===== src/rtl/mips_pkg.sv =====
// rtl/mips_pkg.sv - shared MIPS types, ALU control codes and multiply/divide decodes
package mips_pkg;

  // Operation selector for the multiply/divide unit: bit 1 = divide, bit 0 = unsigned
  typedef enum logic [1:0] {
    MD_MULT  = 2'b00,
    MD_MULTU = 2'b01,
    MD_DIV   = 2'b10,
    MD_DIVU  = 2'b11
  } muldiv_op_t;

  typedef enum logic [1:0] {
    MD_IDLE = 2'b00,
    MD_RUN  = 2'b01,
    MD_FIX  = 2'b10
  } muldiv_state_t;

  // Main decoder -> ALU decoder
  localparam logic [1:0] ALUOP_ADD   = 2'b00;
  localparam logic [1:0] ALUOP_SUB   = 2'b01;
  localparam logic [1:0] ALUOP_FUNCT = 2'b10;

  // ALU decoder -> ALU
  localparam logic [2:0] ALUCTL_AND = 3'b000;
  localparam logic [2:0] ALUCTL_OR  = 3'b001;
  localparam logic [2:0] ALUCTL_ADD = 3'b010;
  localparam logic [2:0] ALUCTL_SUB = 3'b110;
  localparam logic [2:0] ALUCTL_SLT = 3'b111;

  // R-type funct codes handled by the multiply/divide unit and HI/LO moves
  localparam logic [5:0] FUNCT_MFHI  = 6'b010000;
  localparam logic [5:0] FUNCT_MTHI  = 6'b010001;
  localparam logic [5:0] FUNCT_MFLO  = 6'b010010;
  localparam logic [5:0] FUNCT_MTLO  = 6'b010011;
  localparam logic [5:0] FUNCT_MULT  = 6'b011000;
  localparam logic [5:0] FUNCT_MULTU = 6'b011001;
  localparam logic [5:0] FUNCT_DIV   = 6'b011010;
  localparam logic [5:0] FUNCT_DIVU  = 6'b011011;

  function automatic logic md_is_signed(input muldiv_op_t op);
    return (op == MD_MULT) || (op == MD_DIV);
  endfunction

  function automatic logic md_is_div(input muldiv_op_t op);
    return (op == MD_DIV) || (op == MD_DIVU);
  endfunction

endpackage


===== src/rtl/mips_muldiv_cond_neg.sv =====
// rtl/mips_muldiv_cond_neg.sv - conditional two's-complement negate
module cond_neg #(
  parameter int WIDTH = 32
) (
  input  logic             i_neg,
  input  logic [WIDTH-1:0] i_val,
  output logic [WIDTH-1:0] o_val
);

  assign o_val = i_neg ? (~i_val + WIDTH'(1)) : i_val;

endmodule


===== src/rtl/mips_muldiv.sv =====
// rtl/mips_muldiv.sv - iterative MULT/MULTU/DIV/DIVU unit with HI/LO registers
module mips_muldiv
  import mips_pkg::*;
#(
  parameter int WIDTH = 32
) (
  input  logic             clk,
  input  logic             reset,
  input  logic             start,
  input  logic [1:0]       op,
  input  logic [WIDTH-1:0] srca,
  input  logic [WIDTH-1:0] srcb,
  input  logic             hi_we,
  input  logic             lo_we,
  input  logic [WIDTH-1:0] wd,
  output logic             busy,
  output logic             done,
  output logic [WIDTH-1:0] hi,
  output logic [WIDTH-1:0] lo
);

  localparam int CW = $clog2(WIDTH + 1);

  muldiv_state_t    r_state, w_next;
  muldiv_op_t       r_op;
  logic             r_sign_a, r_sign_b, r_bzero;
  logic [WIDTH:0]   r_b;        // multiplicand or divisor magnitude
  logic [2*WIDTH:0] r_acc;      // {upper WIDTH+1, lower WIDTH}
  logic [CW-1:0]    r_count;
  logic [WIDTH-1:0] r_hi, r_lo;
  logic             r_done;

  muldiv_op_t       w_op;
  logic             w_signed, w_neg_a, w_neg_b, w_accept;
  logic [WIDTH-1:0] w_mag_a, w_mag_b;
  logic [WIDTH:0]   w_sum, w_shift, w_rem_next;
  logic [WIDTH+1:0] w_diff;
  logic             w_ge;
  logic [2*WIDTH-1:0] w_prod;
  logic [WIDTH-1:0] w_quo, w_rem;

  assign w_op     = muldiv_op_t'(op);
  assign w_signed = md_is_signed(w_op);
  assign w_neg_a  = w_signed & srca[WIDTH-1];
  assign w_neg_b  = w_signed & srcb[WIDTH-1];
  assign w_accept = (r_state == MD_IDLE) && start;

  // Operand magnitudes on entry
  cond_neg #(.WIDTH(WIDTH)) u_mag_a (.i_neg(w_neg_a), .i_val(srca), .o_val(w_mag_a));
  cond_neg #(.WIDTH(WIDTH)) u_mag_b (.i_neg(w_neg_b), .i_val(srcb), .o_val(w_mag_b));

  // Multiply step: add multiplicand when the low multiplier bit is set, then shift right
  assign w_sum = r_acc[2*WIDTH:WIDTH] + (r_acc[0] ? r_b : '0);

  // Divide step: shift in next dividend bit and trial-subtract the divisor
  assign w_shift    = {r_acc[2*WIDTH-1:WIDTH], r_acc[WIDTH-1]};
  assign w_diff     = {1'b0, w_shift} - {1'b0, r_b};
  assign w_ge       = ~w_diff[WIDTH+1];
  assign w_rem_next = w_ge ? w_diff[WIDTH:0] : w_shift;

  // Sign correction; quotient of a zero divisor stays all ones regardless of sign
  cond_neg #(.WIDTH(2*WIDTH)) u_prod (
    .i_neg(r_sign_a ^ r_sign_b), .i_val(r_acc[2*WIDTH-1:0]), .o_val(w_prod));
  cond_neg #(.WIDTH(WIDTH)) u_quo (
    .i_neg((r_sign_a ^ r_sign_b) & ~r_bzero), .i_val(r_acc[WIDTH-1:0]), .o_val(w_quo));
  cond_neg #(.WIDTH(WIDTH)) u_rem (
    .i_neg(r_sign_a), .i_val(r_acc[2*WIDTH-1:WIDTH]), .o_val(w_rem));

  // State register
  always_ff @(posedge clk or negedge reset) begin
    if (!reset) r_state <= MD_IDLE;
    else        r_state <= w_next;
  end

  // Next-state and busy decode
  always_comb begin
    w_next = r_state;
    busy   = 1'b0;
    case (r_state)
      MD_IDLE: if (start) w_next = MD_RUN;
      MD_RUN: begin
        busy = 1'b1;
        if (r_count == CW'(1)) w_next = MD_FIX;
      end
      MD_FIX: begin
        busy   = 1'b1;
        w_next = MD_IDLE;
      end
      default: w_next = MD_IDLE;
    endcase
  end

  // Operand latch, iteration datapath and counter
  always_ff @(posedge clk or negedge reset) begin
    if (!reset) begin
      r_op     <= MD_MULT;
      r_sign_a <= 1'b0;
      r_sign_b <= 1'b0;
      r_bzero  <= 1'b0;
      r_b      <= '0;
      r_acc    <= '0;
      r_count  <= '0;
    end else if (w_accept) begin
      r_op     <= w_op;
      r_sign_a <= w_neg_a;
      r_sign_b <= w_neg_b;
      r_bzero  <= (srcb == '0);
      r_b      <= {1'b0, w_mag_b};
      r_acc    <= {{(WIDTH+1){1'b0}}, w_mag_a};
      r_count  <= CW'(WIDTH);
    end else if (r_state == MD_RUN) begin
      r_count <= r_count - CW'(1);
      if (md_is_div(r_op)) r_acc <= {w_rem_next, r_acc[WIDTH-2:0], w_ge};
      else                 r_acc <= {1'b0, w_sum, r_acc[WIDTH-1:1]};
    end
  end

  // HI/LO: results at FIX, MTHI/MTLO only while idle
  always_ff @(posedge clk or negedge reset) begin
    if (!reset) begin
      r_hi <= '0;
      r_lo <= '0;
    end else if (r_state == MD_FIX) begin
      if (md_is_div(r_op)) begin
        r_hi <= w_rem;
        r_lo <= w_quo;
      end else begin
        r_hi <= w_prod[2*WIDTH-1:WIDTH];
        r_lo <= w_prod[WIDTH-1:0];
      end
    end else if (r_state == MD_IDLE) begin
      if (hi_we) r_hi <= wd;
      if (lo_we) r_lo <= wd;
    end
  end

  // Completion pulse, one cycle after FIX
  always_ff @(posedge clk or negedge reset) begin
    if (!reset) r_done <= 1'b0;
    else        r_done <= (r_state == MD_FIX);
  end

  assign done = r_done;
  assign hi   = r_hi;
  assign lo   = r_lo;

endmodule


===== config.mk =====
export PLATFORM = sky130hd
export DESIGN_NAME = mips_muldiv
export DESIGN_NICKNAME = d
export VERILOG_FILES = /design/src/rtl/mips_pkg.sv /design/src/rtl/mips_muldiv_cond_neg.sv /design/src/rtl/mips_muldiv.sv
export SDC_FILE = /design/constraint.sdc
export NUM_CORES = 1
export LEC_CHECK = 0
export ABC_CLOCK_PERIOD_IN_PS = 7300
export CAP_MARGIN = 10
export CORE_MARGIN = 2
export CORE_UTILIZATION = 36
export DETAILED_ROUTE_END_ITERATION = 8
export GPL_ROUTABILITY_DRIVEN = 0
export HOLD_SLACK_MARGIN = 0.12
export PLACE_DENSITY = 0.66
export SLEW_MARGIN = 40
export SYNTH_ARGS = -nofsm -noshare
export SYNTH_HDL_FRONTEND = slang
export SYNTH_SLANG_ARGS = --single-unit

===== constraint.sdc =====
create_clock -name clk -period 7.3 [get_ports clk]
set_input_delay 1.095 -clock clk [delete_from_list [all_inputs] [get_ports clk]]
set_output_delay 1.095 -clock clk [all_outputs]
set_load 0.03 [all_outputs]

==> flow_summary_export.csv <==
group,metric,value,unit
drt,wire_per_inst,18.65,um
floorplan,fp.dieH,204.1,um
drt,drtAntennaViolNets,0,
job,cap_violations,0,
worst_setup_path,crit_buf_inv,2,
timing,setup_viol,0,
clocking,cts_tree,"done",
layout,fin_util,0.4322,
power_and_ir_drop,seqPwrFrac,0.474,
synth,yosys_register_bits,174,
worst_hold_path,hold_class,"reg2reg",
timing,slew_viol_final,0,
clocking,clk_pin_slew,0.08,ns
clocking,cts_buffers,17,
global_routing,grt_first_pass_wirelength,70.93,mm
layout,multiInputGateArea,9510,um2
timing,rsz0062_at_grt,"false",
worst_setup_path,crit_path_end_kind,"register",
clocking,cts_hold_buf,0,
layout,nFillCells,3930,
power_and_ir_drop,ir_worst_vdd,133.6,uV
timing,timing.hold.ws,0.4800,ns
floorplan,io_pins,169,
clocking,clock-sinks,174,
worst_setup_path,cp_slowest_stage_delay,0.47,ns
clocking,cts.path.max_buffers,2,
clocking,clock_latency,0.45,ns
global_routing,antenna_found_initial,0,
clocking,postCtsSetupRepairBufs,0,
drt,avgViaCountPerCell,5.648,
layout,seq_area,4355,um2
placement,numPortBuffers,168,
layout,antenna-diode-count,0,
synth,syn_nets,1984,
timing,setup_slack,3.184,ns
worst_setup_path,worstPathRequired,7.62,ns
floorplan,core,39640,um2
clocking,htreeDepth,4,
global_routing,grtUsageTotal,0.2155,
layout,syn2layout_area_growth,18.82,%
drt,drt_first_pass_iters,6,
worst_setup_path,crit_path_top_delay_cell,"dfrtp_1",
floorplan,initial_core_util,0.3637,
clocking,post_cts_resized,0,
layout,layout_common_cells,"nand2_1, o21ai_0, dfrtp_1",
synth,postSynthCellCount,1806,
synth,seq_area_frac_synth,0.3020,
power_and_ir_drop,comb_power_share,0.079,
timing,finClkSkew,0.01401,ns
layout,drive_gt1_frac,0.04069,
power_and_ir_drop,p_leak,0.007763,uW
placement,dp_hpwl,34.80,mm
power_and_ir_drop,p_sw,532.9,uW
worst_setup_path,arrival,4.44,ns
timing,fin_crit_sh,0.5638,
worst_setup_path,worstSetupPathType,"reg2reg",
timing,fmaxAchievable,0.2430,GHz
synth,synth_cell_types,71,
worst_setup_path,critPathMaxFanout,18,
global_routing,grt_pass1_vias,12958,
synth,netlist_area,14420,um2
timing,tns,0,ns
timing,slew_headroom,0.4773,
drt,wirelength,45.54,mm
drt,drt_first_iter_violations,1306,
layout,layout_commonest_cell,"nand2_1",
floorplan,chipWidth,204.1,um
worst_setup_path,cp-start-kind,"register",
worst_setup_path,crit_chain,"inv_1, buf_4, nor2_1, ha_1, a21o_1, a2111oi_0, a21oi_1, a221o_1, a21o_1, a31oi_1, nor2_1, or3_1, a32oi_1, o31ai_1",
outcome,outcome,"complete, no violations",
timing,finalCriticalPeriod,4.116,ns
synth,synth-edff-count,0,
worst_setup_path,cp_top_family,"compound AO/OA/AOI/OAI gates",
placement,dpl_worst_slack,3.077,ns
synth,async_reset_ff_frac,1.000,
global_routing,grt_max_degree,128,
synth,syn_avg_cell_area,7.983,um2
power_and_ir_drop,p_sw_frac,0.2622,
power_and_ir_drop,internal-power,1500,uW
power_and_ir_drop,p_clk_frac,0.447,
floorplan,num_rows,73,
layout,nets,2082,
drt,drc_errors,0,
global_routing,grt_overflow,0,
synth,ys.flop_type,"dfrtp_1",
timing,finalHoldViolCount,0,
power_and_ir_drop,p_per_area,118.6,nW/um2
synth,yosys_warnings,0,
drt,vias,13793,
timing,tightest_slew,0.7794,ns
floorplan,dieArea,41670,um2
clocking,root_buffer,"clkbuf_16",
metal layers:
metal / up-vias / share of wire / global-route usage
met3: 65 / 0.088 / 0.04273
met1: 6522 / 0.45 / 0.3029
met2: 547 / 0.44 / 0.3333
li1: 6659 / - / -
met5: - / 0 / 0
met4: 0 / 0.023 / 0.06470
kinds of logic after synthesis:
group / Yosys count / synth area share
adders and majority gates: 75 / 0.06613
xor gates and xnor gates: 176 / 0.1069
muxes: 97 / 0.06752
DFF: 174 / 0.3020
buffers and inverters: 164 / 0.04382
AOI/OAI and AO/OA: 559 / 0.2346
and+or+nand+nor: 561 / 0.1790
final cells by class:
type / instances / share of cell area
Multi-Input combinational cell: 1468 / 0.5551
Sequential cell: 174 / 0.2542
Timing Repair Buffer: 182 / 0.1055
Tap cell: 525 / 0.03834
Clock buffer: 19 / 0.02585
Inverter: 61 / 0.01337
Clock inverter: 13 / 0.007523
worst min-delay path: stages, from the launching register on:
cell and delay [ns]:
dfrtp_1 0.34, nand2_1 0.04, o21ai_0 0.06
power by group through the flow:
stage	sequential [uW]	combinational [uW]	clock (uW)
finish	963	161	908
floorplan	982	48.5	0
detailed placement	982	162	0
global placement	982	160	0
CTS	963	163	922
global route	963	174	961
registers in the layout, summed over array words and instances, names as in the netlist:
signal    flops
r_op          1
r_b          32
r_bzero       1
r_count       6
done          1
r_sign_a      1
lo           32
r_sign_b      1
r_acc        65
r_state       2
hi           32
per-stage QoR:
stage / instance area, um2 / power, uW / std cells
after global placement: 16490 / 1143 / 2409
after global routing: 17130 / 2098 / 2442
after floorplan: 14420 / 1031 / 1806
final: 17130 / 2033 / 2442
after detailed placement: 16550 / 1145 / 2410
after CTS: 17120 / 2048 / 2442
final timing paths:
check | cells past startpoint | slack, ns | end | startpoint
min | 2 | 0.48 | r_b[26]$_DFFE_PN0P_ | r_b[26]$_DFFE_PN0P_
min reg2reg | 2 | 0.48 | r_b[26]$_DFFE_PN0P_ | r_b[26]$_DFFE_PN0P_
min in group asynchronous | 1 | 0.63 | hi[18]$_DFFE_PN0P_ | reset
max reg2reg | 14 | 3.18 | r_acc[60]$_DFFE_PN0P_ | r_acc[0]$_DFFE_PN0P_
max | 14 | 3.18 | r_acc[60]$_DFFE_PN0P_ | r_acc[0]$_DFFE_PN0P_
max in group asynchronous | 2 | 5.33 | r_op[1]$_DFFE_PN0P_ | reset
cell usage after synthesis (all sizes together), types with 5 or more instances:
| master | count | area [um2] |
|---|---|---|
| a21boi | 7 | 52.55 |
| mux2i | 95 | 950.9 |
| nand4 | 11 | 68.82 |
| xor2 | 69 | 604.3 |
| a22oi | 14 | 105.1 |
| xnor2 | 107 | 937.2 |
| nand2 | 235 | 887.1 |
| a21oi | 131 | 655.6 |
| o41ai | 12 | 112.6 |
| nor2b | 17 | 106.4 |
| o21a | 10 | 75.07 |
| a211oi | 13 | 97.59 |
| nor3 | 34 | 181.4 |
| nor2 | 140 | 528.0 |
| a31oi | 25 | 156.4 |
| o21bai | 5 | 37.54 |
| and2 | 6 | 37.54 |
| clkbuf | 85 | 319.1 |
| o221ai | 5 | 43.79 |
| o21ai | 210 | 1051 |
| or4 | 13 | 105.1 |
| a21o | 32 | 240.2 |
| and3 | 16 | 100.1 |
| nor4 | 19 | 118.9 |
| nand2b | 17 | 106.4 |
| buf | 18 | 83.82 |
| nand3 | 23 | 115.1 |
| or3 | 15 | 93.84 |
| dfrtp | 174 | 4354 |
| inv | 61 | 229.0 |
| o31ai | 21 | 157.7 |
| o211ai | 43 | 322.8 |
| ha | 73 | 913.4 |
Note: power is estimated with default switching activity, not from simulation.
